**config.mk**
```make
export PLATFORM = sky130hd
export DESIGN_NAME = i2c_reg_arbiter
export DESIGN_NICKNAME = d
export VERILOG_FILES = /design/src/rtl/i2c_reg_pkg.sv /design/src/rtl/reg_port_b_ctrl.sv /design/src/rtl/i2c_reg_arbiter.sv
export SDC_FILE = /design/constraint.sdc
export NUM_CORES = 1
export LEC_CHECK = 0
export BUFFER_PORTS_ARGS = -buffer_cell sky130_fd_sc_hd__buf_2
export CORE_MARGIN = 2
export CORE_UTILIZATION = 63
export CTS_CLUSTER_DIAMETER = 80
export CTS_CLUSTER_SIZE = 14
export DETAILED_ROUTE_END_ITERATION = 10
export PLACE_DENSITY = 0.85
export REMOVE_ABC_BUFFERS = 1
export SYNTH_ARGS = -nofsm -noshare
export SYNTH_HDL_FRONTEND = slang
export SYNTH_SLANG_ARGS = --single-unit
```
**constraint.sdc**
```tcl
create_clock -name clk -period 5.7 [get_ports clk]
set_input_delay 0 -clock clk [delete_from_list [all_inputs] [get_ports clk]]
set_output_delay 0 -clock clk [all_outputs]
set_load 0.05 [all_outputs]
```
**src/rtl/i2c_reg_pkg.sv**
```systemverilog
// Shared types and constants for the I2C register bank and its port B controller.
package i2c_reg_pkg;

   typedef enum logic [1:0] {
      B_IDLE = 2'd0,
      B_WAIT = 2'd1,
      B_DONE = 2'd2
   } b_state_t;

   localparam logic [7:0] REG_OOR_RDATA = 8'hFF;
   localparam logic [7:0] REG_ID_ADDR   = 8'h00;

   function automatic logic addr_in_range(input logic [7:0] addr, input int unsigned n);
      return ({24'b0, addr} < n);
   endfunction

endpackage

```
**src/rtl/reg_port_b_ctrl.sv**
```systemverilog
// Port B handshake controller: stalls behind port A writes, issues one access strobe
// per request and holds the registered response.
module reg_port_b_ctrl
   import i2c_reg_pkg::*;
#(
   parameter int unsigned NUM_REGS = 16
) (
   input  logic       clk,
   input  logic       rst_n,
   input  logic       a_wr,
   input  logic       b_req,
   input  logic       b_we,
   input  logic [7:0] b_addr,
   input  logic [7:0] reg_rdata,
   output logic       b_go,
   output logic       b_wr_en,
   output logic       b_ack,
   output logic       b_err,
   output logic [7:0] b_rdata
);

   b_state_t   state;
   b_state_t   state_next;
   logic       in_range;
   logic       err_q;
   logic [7:0] rdata_q;

   assign in_range = addr_in_range(b_addr, NUM_REGS);
   assign b_wr_en  = b_go & b_we & in_range & (b_addr != REG_ID_ADDR);
   assign b_ack    = (state == B_DONE);
   assign b_err    = err_q;
   assign b_rdata  = rdata_q;

   always_comb begin
      state_next = state;
      b_go       = 1'b0;
      case (state)
         B_IDLE: begin
            if (b_req) begin
               if (a_wr) begin
                  state_next = B_WAIT;
               end else begin
                  b_go       = 1'b1;
                  state_next = B_DONE;
               end
            end
         end
         B_WAIT: begin
            if (!a_wr) begin
               b_go       = 1'b1;
               state_next = B_DONE;
            end
         end
         B_DONE:  state_next = B_IDLE;
         default: state_next = B_IDLE;
      endcase
   end

   // Error flag lives only for the ack cycle; read data persists until the next read.
   always_ff @(posedge clk) begin
      if (!rst_n) begin
         state   <= B_IDLE;
         err_q   <= 1'b0;
         rdata_q <= 8'h00;
      end else begin
         state <= state_next;
         if (b_go) begin
            err_q <= !in_range || (b_we && (b_addr == REG_ID_ADDR));
            if (!b_we) begin
               rdata_q <= in_range ? reg_rdata : REG_OOR_RDATA;
            end
         end else if (state == B_DONE) begin
            err_q <= 1'b0;
         end
      end
   end

endmodule

```
**src/rtl/i2c_reg_arbiter.sv**
```systemverilog
// I2C-visible register bank shared between a never-stalling I2C slave port (A)
// and a req/ack fabric port (B), with dirty tracking of port A writes.
module i2c_reg_arbiter
   import i2c_reg_pkg::*;
#(
   parameter int unsigned          NUM_REGS  = 16,
   parameter logic [7:0]           ID_VALUE  = 8'hA5,
   parameter logic [NUM_REGS-1:0]  A_RO_MASK = NUM_REGS'(16'h0003),
   parameter logic [7:0]           RESET_VAL = 8'h00
) (
   input  logic                clk,
   input  logic                rst_n,
   input  logic [7:0]          a_addr,
   input  logic [7:0]          a_wdata,
   input  logic                a_wr,
   input  logic                a_rd,
   output logic [7:0]          a_rdata,
   input  logic                b_req,
   input  logic                b_we,
   input  logic [7:0]          b_addr,
   input  logic [7:0]          b_wdata,
   output logic                b_ack,
   output logic                b_err,
   output logic [7:0]          b_rdata,
   output logic [NUM_REGS-1:0] dirty,
   input  logic [NUM_REGS-1:0] dirty_clr,
   output logic                irq,
   output logic [15:0]         a_rd_cnt
);

   localparam int unsigned AW = $clog2(NUM_REGS);
   // Register 0 holds the ID and must never be writable from the I2C side.
   localparam logic [NUM_REGS-1:0] RO_MASK = A_RO_MASK | NUM_REGS'(1);

   logic [7:0]          regs [NUM_REGS];
   logic [AW-1:0]       a_idx;
   logic [AW-1:0]       b_idx;
   logic                a_in_range;
   logic                a_wr_ok;
   logic [NUM_REGS-1:0] a_set;
   logic                b_go;
   logic                b_wr_en;
   logic [7:0]          b_reg_rdata;

   assign a_idx       = a_addr[AW-1:0];
   assign b_idx       = b_addr[AW-1:0];
   assign a_in_range  = addr_in_range(a_addr, NUM_REGS);
   assign a_wr_ok     = a_wr & a_in_range & ~RO_MASK[a_idx];
   assign a_rdata     = a_in_range ? regs[a_idx] : REG_OOR_RDATA;
   assign b_reg_rdata = regs[b_idx];

   always_comb begin
      a_set = '0;
      if (a_wr_ok) begin
         a_set[a_idx] = 1'b1;
      end
   end

   reg_port_b_ctrl #(
      .NUM_REGS (NUM_REGS)
   ) u_port_b (
      .clk       (clk),
      .rst_n     (rst_n),
      .a_wr      (a_wr),
      .b_req     (b_req),
      .b_we      (b_we),
      .b_addr    (b_addr),
      .reg_rdata (b_reg_rdata),
      .b_go      (b_go),
      .b_wr_en   (b_wr_en),
      .b_ack     (b_ack),
      .b_err     (b_err),
      .b_rdata   (b_rdata)
   );

   // B only ever accesses on an edge without an A write, so the two writes never collide.
   always_ff @(posedge clk) begin
      if (!rst_n) begin
         for (int unsigned i = 0; i < NUM_REGS; i++) begin
            regs[i] <= (i == 0) ? ID_VALUE : RESET_VAL;
         end
      end else begin
         if (a_wr_ok) begin
            regs[a_idx] <= a_wdata;
         end
         if (b_wr_en) begin
            regs[b_idx] <= b_wdata;
         end
      end
   end

   // A set wins over a simultaneous clear of the same bit.
   always_ff @(posedge clk) begin
      if (!rst_n) begin
         dirty    <= '0;
         irq      <= 1'b0;
         a_rd_cnt <= 16'h0000;
      end else begin
         dirty <= (dirty & ~dirty_clr) | a_set;
         irq   <= |dirty;
         if (a_rd) begin
            a_rd_cnt <= a_rd_cnt + 16'h0001;
         end
      end
   end

endmodule

```
==> out/metrics.cfg <==
[critical_path]
required_ns=5.74
cp-end-kind=flop
path_delay_family=compound AO/OA/AOI/OAI gates
arrival_ns=2.92
crit_buf_inv=0
worst_path_max_delay_cell=o311a_1
worstSetupStartpointType=flop
crit_type=reg -> reg
worstPathMaxFanout=11
slowest_delay_ns=0.60
crit_chain=nor2_1 > nand3b_1 > o311a_1 > o22ai_2 > nand2_1

[clocking]
cts_setup_buffers=0
clock_sinks=172
cts_tree=done
htreeDepth=4
clockBufferDepth=2
cts_buffers=17
cts_hold_buffers=23
clk-insertion-delay-late_ns=0.44
clkSlewWorstSetupHoldPaths_ns=0.07
cts-root-buf=clkbuf_16
cts-resized-gates=0

[yosys]
synth.avg_cell_area_sq_um=13.0
syn_inst=674
synth_edf_count=128
yosysUniqueCellTypes=51
ys.warnings.count=0
synth_async_sr_flop_share=0
synth-main-ff-cell=edfxtp_1
netlist_area_sq_um=8770
ys_ff_latch=172
yosysSeqAreaShare=0.539

[floorplanning]
core-area_sq_um=13700
start_util=0.639
rows=43
ios=105
die_height_um=122
die_x_um=122
dieArea_sq_um=14900

[cells_and_area]
area_growth_pct=15.0
layout_common_cells=nor2_1 (144), edfxtp_1 (128), buf_2 (104)
design_area_sq_um=10100
drive_above_1_share=0.293
final_common_cell=nor2_1
post-route-util=0.735
antennaDiodeCount=0
final_cells=976
nFillCells=851
layout.nets=838

[routing]
drt_pass1_iterations=7
drcViolationCount=0
drtAntennaViolNets=0
wl_mm=23.2
first_iter_violations=1194
vias_per_cell=6.76
avgRoutedWirePerCell_um=23.8
vias=6594

[placed_design]
placed_area_sq_um=9290
dp.cells=921
dp_hpwl_mm=15.7
portBuffers=104
place_congestion=0.981

[worst_hold_path]
hp-class=in -> reg

[run_status]
outcome=completed

[run]
max_cap_viol_count=0

[pwr]
finalPower_mw=2.87
p_leak_nw=3.78
peakVddDrop_uv=195
power_density_nw_per_um2=284

[sta]
worst_pin_slew_ns=1.06
rsz0062_at_grt=false
fin_skew_ns=0.0138
finalCritPeriodShare=0.504
slew_violations=0
finalCriticalPeriod_ns=2.87
fmax_ghz=0.348
slew_headroom=0.293
fin_tns_setup_ns=0
finalSetupViolations=0
hold_violations=0

[grt]
antenna_found_initial=1
grt_pass1_wl_mm=35.3
grt_overflow_total=0
grt_pass1_vias=6421
grt_max_degree=46
grt_usage=0.327

-- metal layers --
metal	wire length (um)	GRT usage	vias up
li1	-	-	2768
met1	8410	0.451	3141
met2	10800	0.498	598
met3	3130	0.0829	87
met4	912	0.145	0
met5	0	0	-
-- state kept, by name, summed over array words and instances (netlist names) --
signal / count
u_port_b.state: 2
a_rd_cnt: 16
u_port_b.b_err: 1
u_port_b.b_rdata: 8
regs: 128
irq: 1
dirty: 16
-- synth_stat cells (7+ instances only) --
cell	instances	share of area
a21oi_1	15	0.0086
a22oi_1	11	0.0094
buf_2	9	0.0051
buf_6	10	0.013
clkbuf_1	19	0.0081
dfxtp_1	44	0.10
edfxtp_1	128	0.44
inv_1	8	0.0034
mux2i_1	25	0.029
mux2i_4	8	0.021
mux4_2	61	0.16
nand2_1	35	0.015
nand3_1	15	0.0086
nand3b_1	14	0.012
nor2_1	144	0.062
nor2b_1	7	0.0050
o21ai_0	21	0.012
o21ai_2	8	0.0080
o22ai_2	7	0.010
-- per-stage QoR --
stage	setup WS, ns	hold WS [ns]
5_1_grt	2.75	0.0438
6_report	2.83	0.0140
3_5_place_dp	2.63	0.167
3_3_place_gp	2.74	0.160
4_1_cts	2.91	0.00365
2_1_floorplan	3.58	0.0761
-- where the power goes --
group / switching (mW) / internal [mW] / leakage (nW)
Sequential: 0.0382 / 1.40 / 1.57
Combinational: 0.188 / 0.134 / 1.92
Clock: 0.498 / 0.609 / 0.287
Total: 0.724 / 2.14 / 3.78
-- worst min-delay path: stages --
cell     delay [ns]
buf_2          0.08
nor4_2         0.07
nand4_1        0.15
o21ai_0        0.09
-- cell families after synthesis --
logic type      count (synthesis)  share of synthesized area
buf+inv                        54                     0.0338
fa+ha+maj                       1                    0.00143
flops                         172                      0.539
simple gates                  260                      0.142
xor+xnor                       11                     0.0110
other cells                     2                   0.000856
compound gates                 80                     0.0663
mux                            94                      0.206
-- worst paths after layout --
path                                   startpoint           endpoint  slack, ns  cells past startpoint
worst max-delay path            u_port_b.state[0]         regs[6][6]       2.83                      5
worst max register to register  u_port_b.state[0]         regs[6][6]       2.83                      5
worst min-delay path                    a_addr[5]          dirty[11]       0.01                      4
worst min register to register  u_port_b.state[1]  u_port_b.state[0]       0.48                      1
-- area by class of cell --
class	count	area, sq um	area share
clock buffer	20	478	0.0474
inverter	9	33.8	0.00335
clock inverter	12	83.8	0.00831
multi-input combinational	454	3770	0.374
sequential	172	4720	0.469
tap	180	225	0.0223
timing repair buffer	129	766	0.0759
No activity file was read; power rests on OpenSTA's default activity.
